<file path="src/rtl/multicycle_ctrl.sv">
// multicycle_ctrl: control FSM for a multicycle RV32 datapath.
// Sequences fetch/decode/execute/memory/writeback, counts retired
// instructions, bounds memory waits with MEM_TIMEOUT and latches faults.
// Optional feature: define MULDIV_EN to send M-extension ops to a MULDIV state.
module multicycle_ctrl #(
  parameter int unsigned MEM_TIMEOUT = 16,
  parameter int unsigned CNT_W       = 32
) (
  input  logic             clk,
  input  logic             reset,
  input  logic [6:0]       op,
  input  logic [2:0]       funct3,
  input  logic [6:0]       funct7,
  input  logic             zero,
  input  logic             alu_lsb,
  input  logic             mem_ready,
  input  logic             md_done,
  output logic             mem_req,
  output logic             mem_write,
  output logic             adr_src,
  output logic             ir_write,
  output logic             pc_write,
  output logic             pc_src,
  output logic             reg_write,
  output logic [2:0]       result_src,
  output logic [1:0]       alu_src_a,
  output logic [1:0]       alu_src_b,
  output logic [1:0]       alu_op,
  output logic [2:0]       imm_src,
  output logic             md_start,
  output logic             fault,
  output logic             illegal_instr,
  output logic             timeout,
  output logic [3:0]       state,
  output logic [CNT_W-1:0] instret
);

  localparam int unsigned WAIT_W = (MEM_TIMEOUT > 1) ? $clog2(MEM_TIMEOUT) : 1;
  localparam logic [WAIT_W-1:0] WAIT_LIMIT =
    (MEM_TIMEOUT > 0) ? WAIT_W'(MEM_TIMEOUT - 1) : '0;
  localparam logic TIMEOUT_EN = (MEM_TIMEOUT > 0);

  localparam logic [6:0] OP_LOAD   = 7'b0000011;
  localparam logic [6:0] OP_STORE  = 7'b0100011;
  localparam logic [6:0] OP_RTYPE  = 7'b0110011;
  localparam logic [6:0] OP_IMM    = 7'b0010011;
  localparam logic [6:0] OP_JALR   = 7'b1100111;
  localparam logic [6:0] OP_LUI    = 7'b0110111;
  localparam logic [6:0] OP_AUIPC  = 7'b0010111;
  localparam logic [6:0] OP_JAL    = 7'b1101111;
  localparam logic [6:0] OP_BRANCH = 7'b1100011;

  typedef enum logic [3:0] {
    S_FETCH    = 4'd0,
    S_DECODE   = 4'd1,
    S_MEMADR   = 4'd2,
    S_MEMREAD  = 4'd3,
    S_MEMWB    = 4'd4,
    S_MEMWRITE = 4'd5,
    S_EXECUTER = 4'd6,
    S_EXECUTEI = 4'd7,
    S_ALUWB    = 4'd8,
    S_BRANCH   = 4'd9,
    S_JAL      = 4'd10,
    S_MULDIV   = 4'd11,
    S_FAULT    = 4'd15
  } state_t;

  state_t            cur, nxt;
  logic [WAIT_W-1:0] wait_cnt;
  logic              fault_q, illegal_q, timeout_q;
  logic [CNT_W-1:0]  instret_q;
  logic              set_illegal, set_timeout, retire;
  logic              limit_hit, taken, is_muldiv;

`ifdef MULDIV_EN
  logic md_started;
  assign is_muldiv = (funct7 == 7'b0000001);
`else
  logic unused_inputs;
  assign is_muldiv     = 1'b0;
  assign unused_inputs = ^{md_done, funct7};
`endif

  assign limit_hit = TIMEOUT_EN && (wait_cnt == WAIT_LIMIT);

  // Branch condition from the ALU flags selected by funct3
  always_comb begin
    taken = 1'b0;
    case (funct3)
      3'b000:         taken = zero;
      3'b001:         taken = ~zero;
      3'b100, 3'b110: taken = alu_lsb;
      3'b101, 3'b111: taken = ~alu_lsb;
      default:        taken = 1'b0;
    endcase
  end

  // Next-state and control decode from the current state and inputs
  always_comb begin
    nxt         = cur;
    mem_req     = 1'b0;
    mem_write   = 1'b0;
    adr_src     = 1'b0;
    ir_write    = 1'b0;
    pc_write    = 1'b0;
    pc_src      = 1'b0;
    reg_write   = 1'b0;
    result_src  = 3'b000;
    alu_src_a   = 2'b00;
    alu_src_b   = 2'b00;
    alu_op      = 2'b00;
    imm_src     = 3'b000;
    md_start    = 1'b0;
    set_illegal = 1'b0;
    set_timeout = 1'b0;
    retire      = 1'b0;
    case (cur)
      S_FETCH: begin
        mem_req    = 1'b1;
        alu_src_b  = 2'b10;
        result_src = 3'b010;
        if (mem_ready) begin
          // an acknowledge seen while reset is held must not update IR/PC
          ir_write = ~reset;
          pc_write = ~reset;
          nxt      = S_DECODE;
        end else if (limit_hit) begin
          nxt         = S_FAULT;
          set_timeout = 1'b1;
        end
      end
      S_DECODE: begin
        case (op)
          OP_LOAD, OP_STORE:                  nxt = S_MEMADR;
          OP_RTYPE:                           nxt = is_muldiv ? S_MULDIV : S_EXECUTER;
          OP_IMM, OP_JALR, OP_LUI, OP_AUIPC:  nxt = S_EXECUTEI;
          OP_JAL:                             nxt = S_JAL;
          OP_BRANCH:                          nxt = S_BRANCH;
          default: begin
            nxt         = S_FAULT;
            set_illegal = 1'b1;
          end
        endcase
      end
      S_MEMADR: begin
        alu_src_a = 2'b10;
        alu_src_b = 2'b01;
        nxt       = (op == OP_LOAD) ? S_MEMREAD : S_MEMWRITE;
      end
      S_MEMREAD: begin
        mem_req = 1'b1;
        adr_src = 1'b1;
        if (mem_ready) begin
          nxt = S_MEMWB;
        end else if (limit_hit) begin
          nxt         = S_FAULT;
          set_timeout = 1'b1;
        end
      end
      S_MEMWRITE: begin
        mem_req   = 1'b1;
        mem_write = 1'b1;
        adr_src   = 1'b1;
        if (mem_ready) begin
          nxt    = S_FETCH;
          retire = 1'b1;
        end else if (limit_hit) begin
          nxt         = S_FAULT;
          set_timeout = 1'b1;
        end
      end
      S_MEMWB: begin
        reg_write  = 1'b1;
        result_src = 3'b001;
        nxt        = S_FETCH;
        retire     = 1'b1;
      end
      S_EXECUTER: begin
        alu_src_a = 2'b10;
        alu_op    = 2'b10;
        nxt       = S_ALUWB;
      end
      S_EXECUTEI: begin
        alu_src_b = 2'b01;
        if (funct3 == 3'b001 || funct3 == 3'b101) imm_src = 3'b101;
        nxt = S_ALUWB;
      end
      S_ALUWB: begin
        reg_write = 1'b1;
        if (op == OP_RTYPE && is_muldiv)           result_src = 3'b101;
        else if (op == OP_LUI)                     result_src = 3'b011;
        else if (op == OP_JAL || op == OP_JALR)    result_src = 3'b100;
        else                                       result_src = 3'b000;
        nxt    = S_FETCH;
        retire = 1'b1;
      end
      S_BRANCH: begin
        alu_op   = 2'b11;
        pc_write = taken;
        pc_src   = taken;
        nxt      = S_FETCH;
        retire   = 1'b1;
      end
      S_JAL: begin
        pc_write = 1'b1;
        pc_src   = 1'b1;
        imm_src  = 3'b100;
        nxt      = S_ALUWB;
      end
`ifdef MULDIV_EN
      S_MULDIV: begin
        md_start = ~md_started;
        if (md_done) nxt = S_ALUWB;
      end
`endif
      S_FAULT: nxt = S_FAULT;
      default: nxt = S_FAULT;
    endcase
  end

  // State, wait counter, sticky flags and retired-instruction counter
  always_ff @(posedge clk or posedge reset) begin
    if (reset) begin
      cur        <= S_FETCH;
      wait_cnt   <= '0;
      fault_q    <= 1'b0;
      illegal_q  <= 1'b0;
      timeout_q  <= 1'b0;
      instret_q  <= '0;
`ifdef MULDIV_EN
      md_started <= 1'b0;
`endif
    end else begin
      cur <= nxt;
      if (nxt != cur)                 wait_cnt <= '0;
      else if (mem_req && !mem_ready) wait_cnt <= wait_cnt + WAIT_W'(1);
      if (nxt == S_FAULT) fault_q   <= 1'b1;
      if (set_illegal)    illegal_q <= 1'b1;
      if (set_timeout)    timeout_q <= 1'b1;
      if (retire)         instret_q <= instret_q + CNT_W'(1);
`ifdef MULDIV_EN
      md_started <= (cur == S_MULDIV) && (nxt == S_MULDIV);
`endif
    end
  end

  assign state         = cur;
  assign fault         = fault_q;
  assign illegal_instr = illegal_q;
  assign timeout       = timeout_q;
  assign instret       = instret_q;

endmodule

</file>
<file path="config.mk">
export PLATFORM = sky130hd
export DESIGN_NAME = multicycle_ctrl
export DESIGN_NICKNAME = d
export VERILOG_FILES = /design/src/rtl/multicycle_ctrl.sv
export SDC_FILE = /design/constraint.sdc
export NUM_CORES = 1
export LEC_CHECK = 0
export BUFFER_PORTS_ARGS = -buffer_cell sky130_fd_sc_hd__buf_4
export CORE_MARGIN = 10
export CORE_UTILIZATION = 38
export DETAILED_ROUTE_END_ITERATION = 10
export PLACE_DENSITY_LB_ADDON = 0.08
export SYNTH_ARGS = -nofsm -noshare
export SYNTH_HDL_FRONTEND = slang
export SYNTH_SLANG_ARGS = --single-unit
</file>
<file path="constraint.sdc">
create_clock -name clk -period 3.2 [get_ports clk]
set_input_delay 0.64 -clock clk [delete_from_list [all_inputs] [get_ports clk]]
set_output_delay 0.64 -clock clk [all_outputs]
set_load 0.01 [all_outputs]
</file>
# Yosys cells after proc, flatten, opt, wreduce, memory -nomap -nowiden
# Index checks and enable logic that the tools add are counted.
op_classes:
  n_eq_ne: 27
  bitwise_logic: 3
  reduce_logical: 19
  n_mux: 33
  addsub: 2
ops:
  columns: ["cell", "count"]
  rows:
  - ["32-bit by 1-bit adder with 32-bit output, second input constant", 1]
  - ["4-bit one-hot mux with 7 select lines", 1]
  - ["4-bit 2-to-1 mux", 6]
  - ["7-bit by 6-bit equality test with 1-bit output, second input constant", 3]
  - ["7-bit equality test, second input constant", 3]
  - ["4-bit equality test, second input constant", 5]
  - ["4-bit one-hot mux with 5 select lines", 1]
  - ["4-bit by 3-bit equality test with 1-bit output, second input constant", 4]
  - ["7-bit by 5-bit equality test with 1-bit output, second input constant", 2]
  - ["2-bit OR reduction", 7]
  - ["3-bit equality test, second input constant", 4]
  - ["1-bit 2-to-1 mux", 12]
  - ["3-bit 2-to-1 mux", 4]
  - ["3-bit one-hot mux with 3 select lines", 1]
  - ["3-bit OR reduction", 3]
  - ["9-bit OR reduction", 1]
  - ["4-bit by 2-bit equality test with 1-bit output, second input constant", 2]
  - ["2-bit one-hot mux with 2 select lines", 2]
  - ["7-bit by 2-bit equality test with 1-bit output, second input constant", 1]
  - ["3-bit one-hot mux with 2 select lines", 1]
  - ["4-bit by 1-bit adder with 4-bit output, second input constant", 1]
  - ["4-bit by 1-bit equality test with 1-bit output, second input constant", 1]
  - ["4-bit logical NOT", 1]
  - ["4-bit inequality test", 1]
  - ["other kinds (12)", 16]
word_totals:
  regBits: 43
  word_cells: 90
  output_inout_bits: 59

# Longest topological paths before layout
logic_depth:
  word_depth: 6
  ltp_mapped: 9

# Worst setup path after synthesis
# No wires, ideal clock.
synth_path:
  path_type: "input port to output port"
  startpoint: "input reset"
  endpoint: "output pc_write"
  cell_stages: 3
  path_slack_ns: 0.492
  arrival_time_ns: 2.068
  required_time_ns: 2.560
  path_buffers: 0
  path_cell_list: "inv_1 > and3_1 > or2_2"
synth_between:
  elab_chain_cells: 3
synth_rtl:
  columns: ["item", "line_no", "text"]
  rows:
  - ["from (decl)", "10", "input logic reset,"]
  - ["1-bit inverter", "126", "pc_write = ~reset;"]
  - ["1-bit 2-to-1 mux", "123", "if (mem_ready) begin"]
  - ["1-bit one-hot mux with 3 select lines", "118", "case (cur)"]
  - ["to (decl)", "22", "output logic pc_write,"]
# No other way between the ends.

# Worst setup path after layout
layout_path:
  startpoint: "register cur[2], in the netlist state[2]"
  endpoint: "output pc_write"
layout_between:
  elab_chain_cells: 2
layout_rtl:
  columns: ["item", "line_no", "text"]
  rows:
  - ["from (decl)", "69", "state_t cur, nxt;"]
  - ["from (signal assigned)", "235", "cur <= nxt;"]
  - ["4-bit equality test / 4-bit logical NOT (equally long branches)", "118", null]
  - ["1-bit one-hot mux with 3 select lines *", "118", null]
# Mark *: on every way between the ends. The rest lies on a longest branch, timed or not.

==> results.cfg <==
[route]
initialDrtViolationCount = 95
drt-vias-per-instance = 5.19
detail_route.wl_per_cell_um = 15.0
post-route-drc-count = 0
wl_um = 6120
drt_first_pass_iters = 4
dr_total_vias = 2116
postRouteAntennaNets = 0

[timing]
clock.fmax_ghz = 0.372
finClkSkew_ns = 0.0111
worstMarginPinSlew_ns = 0.720
hold_ws_ns = 0.461
totalNegativeSetupSlack_ns = 0
slew-limit-headroom = 0.520
setup_violations = 0
final.period_utilization = 0.839
finalMaxSlewViolations = 0
grt_setup_unrepaired = false
clock_period_minus_final_worst_setup_slack_ns = 2.69
hold_viol_final = 0

[run_status]
outcome = completed

[placed_design]
dp_hpwl_um = 4740
routabilityCongestion = 0.786
place.port_buffers = 70

[synth]
primary_flip_flop_cell_chosen_by_synthesis_mapping = sky130_fd_sc_hd__dfrtp_1
synth_area_per_cell_um2 = 9.74
mappedNetlistArea_um2 = 2550
share_of_synthesized_flip_flops_with_an_asynchronous_set_or_reset = 1.00
yosysWarningCount = 0
synth_edf_count = 0
synth_cells = 262
postSynthRegisterBits = 43
seq_area_frac_synth = 0.422
yosysUniqueCellTypes = 53

[clocking]
tritoncts_clock_tree = done
postCtsSetupBuffers = 0
htreeDepth = 2
hold_buffers = 0
clock_sink_count = 43
clock_transition_at_path_regs_ns = 0.08
clockRootBuffer = sky130_fd_sc_hd__clkbuf_8
largest_buffer_count_on_any_clock_path = 2
cts_resized = 0
worstSkewPairLatency_ns = 0.29
cts_inserted_buffers = 5

[layout]
n_antenna_cell = 0
fillerInstances = 628
sequential_cell_area_um2 = 1080
layout-area-overhead-vs-synth_pct = 25.2
drive_above_1_share = 0.311
fin_nets = 355
multi_input_area_um2 = 1370

[critical_path]
kind_of_end_point_of_the_critical_path = primary output
timing.setup.critical_path_class = reg -> out
worstPathMaxFanout = 20
rr_startpoint = state[2]
worst_setup_path_startpoint = state[2]
cp-start-kind = flop
worst_ep_arrival_time_ns = 2.05
worst_ep_required_time_ns = 2.56

[pwr]
power_mw = 2.12
irDropWorstVdd_v = 0.000351
p_leak_nw = 1.54
power_per_cell_area_nw_per_um2 = 663

[floorplan]
floorplan.die_area_um2 = 10400
effective_utilization_at_floorplan = 0.397
total_number_of_placement_rows = 29
floorplan.die.height_um = 102
die_x_um = 102
core-area_um2 = 6420
io_pins = 82

[worst_hold_path]
hp-class = reg -> reg
origin_of_the_worst_min_delay_path = illegal_instr

[grt]
globalRoute.totalOverflow = 0
number_of_antenna_violations_at_the_first_check_in_global_routing = 0
grt_pass1_vias = 2091
track_usage = 0.116
pin_count_of_the_biggest_net_entering_global_routing = 44
grt_pass1_wl_um = 9940

[run]
count_of_maximum_capacitance_violations = 0
==> worst max-delay path, stage by stage (launching register included) <==
cell,delay [ns]
sky130_fd_sc_hd__dfrtp_1,0.81
sky130_fd_sc_hd__or2_2,0.25
sky130_fd_sc_hd__nor2_1,0.07
sky130_fd_sc_hd__and3_1,0.19
sky130_fd_sc_hd__or2_2,0.29
sky130_fd_sc_hd__buf_4,0.14
==> flip-flops by register name, indices dropped and copies added (netlist names) <==
register and count:
instret 32, state 4, wait_cnt 4, fault 1, illegal_instr 1, timeout 1
==> final timing paths <==
kind / cells after the start / slack (ns) / end
setup / recovery: 5 / 0.51 / pc_write
hold / removal: 1 / 0.46 / illegal_instr
setup reg to reg: 6 / 0.78 / instret[26]
hold reg to reg: 1 / 0.46 / illegal_instr
max in group asynchronous: 3 / 2.32 / wait_cnt[1]
min in group asynchronous: 3 / 0.52 / instret[8]
==> cells by family after synthesis <==
family                     share of synthesized area
and+or+nand+nor                                0.269
DFF                                            0.422
AOI/OAI and AO/OA                              0.103
xor gates and xnor gates                       0.133
buffers and inverters                         0.0441
muxes                                         0.0172
adders and majority gates                    0.00980
other                                        0.00147
==> layout make-up <==
cell class                 instances  area share
sequential                        43       0.337
multi-input combinational        201       0.429
tap                               77      0.0301
timing repair buffer              72       0.169
inverter                           7     0.00822
clock buffer                       6      0.0227
clock inverter                     2     0.00392
==> Yosys cell counts (4+ instances only) <==
library cell / n / area (um2)
sky130_fd_sc_hd__a21o_1: 4 / 30.0
sky130_fd_sc_hd__o21ai_0: 5 / 25.0
sky130_fd_sc_hd__and3_1: 8 / 50.1
sky130_fd_sc_hd__xor2_1: 9 / 78.8
sky130_fd_sc_hd__nand3_1: 11 / 55.1
sky130_fd_sc_hd__nand4_1: 12 / 75.1
sky130_fd_sc_hd__nor2_1: 22 / 82.6
sky130_fd_sc_hd__xnor2_1: 28 / 245
sky130_fd_sc_hd__dfrtp_1: 43 / 1080
sky130_fd_sc_hd__or2_2: 5 / 31.3
sky130_fd_sc_hd__clkbuf_1: 4 / 15.0
sky130_fd_sc_hd__and4_1: 4 / 35.0
sky130_fd_sc_hd__nor3_1: 10 / 50.1
sky130_fd_sc_hd__nand2_1: 21 / 78.8
sky130_fd_sc_hd__inv_1: 7 / 26.3
sky130_fd_sc_hd__a21oi_1: 9 / 45.0
==> through the flow <==
step	area [um2]	setup slack, ns	instances	util
finish	3200	0.514	408	0.498
CTS	3200	0.511	408	0.498
global route	3200	0.408	408	0.498
detailed placement	3110	0.787	400	0.484
floorplan	2560	0.492	264	-
global placement	3110	0.801	400	0.484
==> layout by cell type (no fill, tap or decap), types with 2 or more instances in the layout <==
cell | netlist | layout
sky130_fd_sc_hd__buf_4 | 3 | 72
sky130_fd_sc_hd__dfrtp_1 | 43 | 43
sky130_fd_sc_hd__xnor2_1 | 28 | 28
sky130_fd_sc_hd__nor2_1 | 22 | 22
sky130_fd_sc_hd__nand2_1 | 21 | 21
sky130_fd_sc_hd__nand4_1 | 12 | 12
sky130_fd_sc_hd__nand3_1 | 11 | 11
sky130_fd_sc_hd__nor3_1 | 10 | 10
sky130_fd_sc_hd__xor2_1 | 9 | 9
sky130_fd_sc_hd__a21oi_1 | 9 | 9
sky130_fd_sc_hd__and3_1 | 8 | 8
sky130_fd_sc_hd__inv_1 | 7 | 6
sky130_fd_sc_hd__or2_2 | 5 | 5
sky130_fd_sc_hd__o21ai_0 | 5 | 5
sky130_fd_sc_hd__clkbuf_8 | 0 | 5
sky130_fd_sc_hd__and4_1 | 4 | 4
sky130_fd_sc_hd__a21o_1 | 4 | 4
sky130_fd_sc_hd__nor2b_1 | 3 | 3
sky130_fd_sc_hd__nand2b_1 | 3 | 3
sky130_fd_sc_hd__a211o_1 | 3 | 3
sky130_fd_sc_hd__o211ai_1 | 3 | 3
sky130_fd_sc_hd__mux2_2 | 3 | 3
sky130_fd_sc_hd__conb_1 | 1 | 3
sky130_fd_sc_hd__nand2b_4 | 2 | 2
sky130_fd_sc_hd__and4bb_2 | 2 | 2
sky130_fd_sc_hd__a22oi_1 | 2 | 2
sky130_fd_sc_hd__o22ai_1 | 2 | 2
sky130_fd_sc_hd__o21a_1 | 2 | 2
sky130_fd_sc_hd__nor2_4 | 2 | 2
sky130_fd_sc_hd__ha_1 | 2 | 2
==> power breakdown <==
group | internal [mW] | switching (mW)
logic | 0.502 | 0.504
clock network | 0.153 | 0.180
registers | 0.612 | 0.167
total | 1.27 | 0.851
==> metal layers <==
layer	global-route usage	routed length, um	vias up
li1	-	-	1045
met1	0.143	2620	1021
met3	0.0364	452	4
met4	0.0260	38	0
met2	0.193	3010	46
met5	0	0	-
Note: power is estimated with default switching activity, not from simulation.
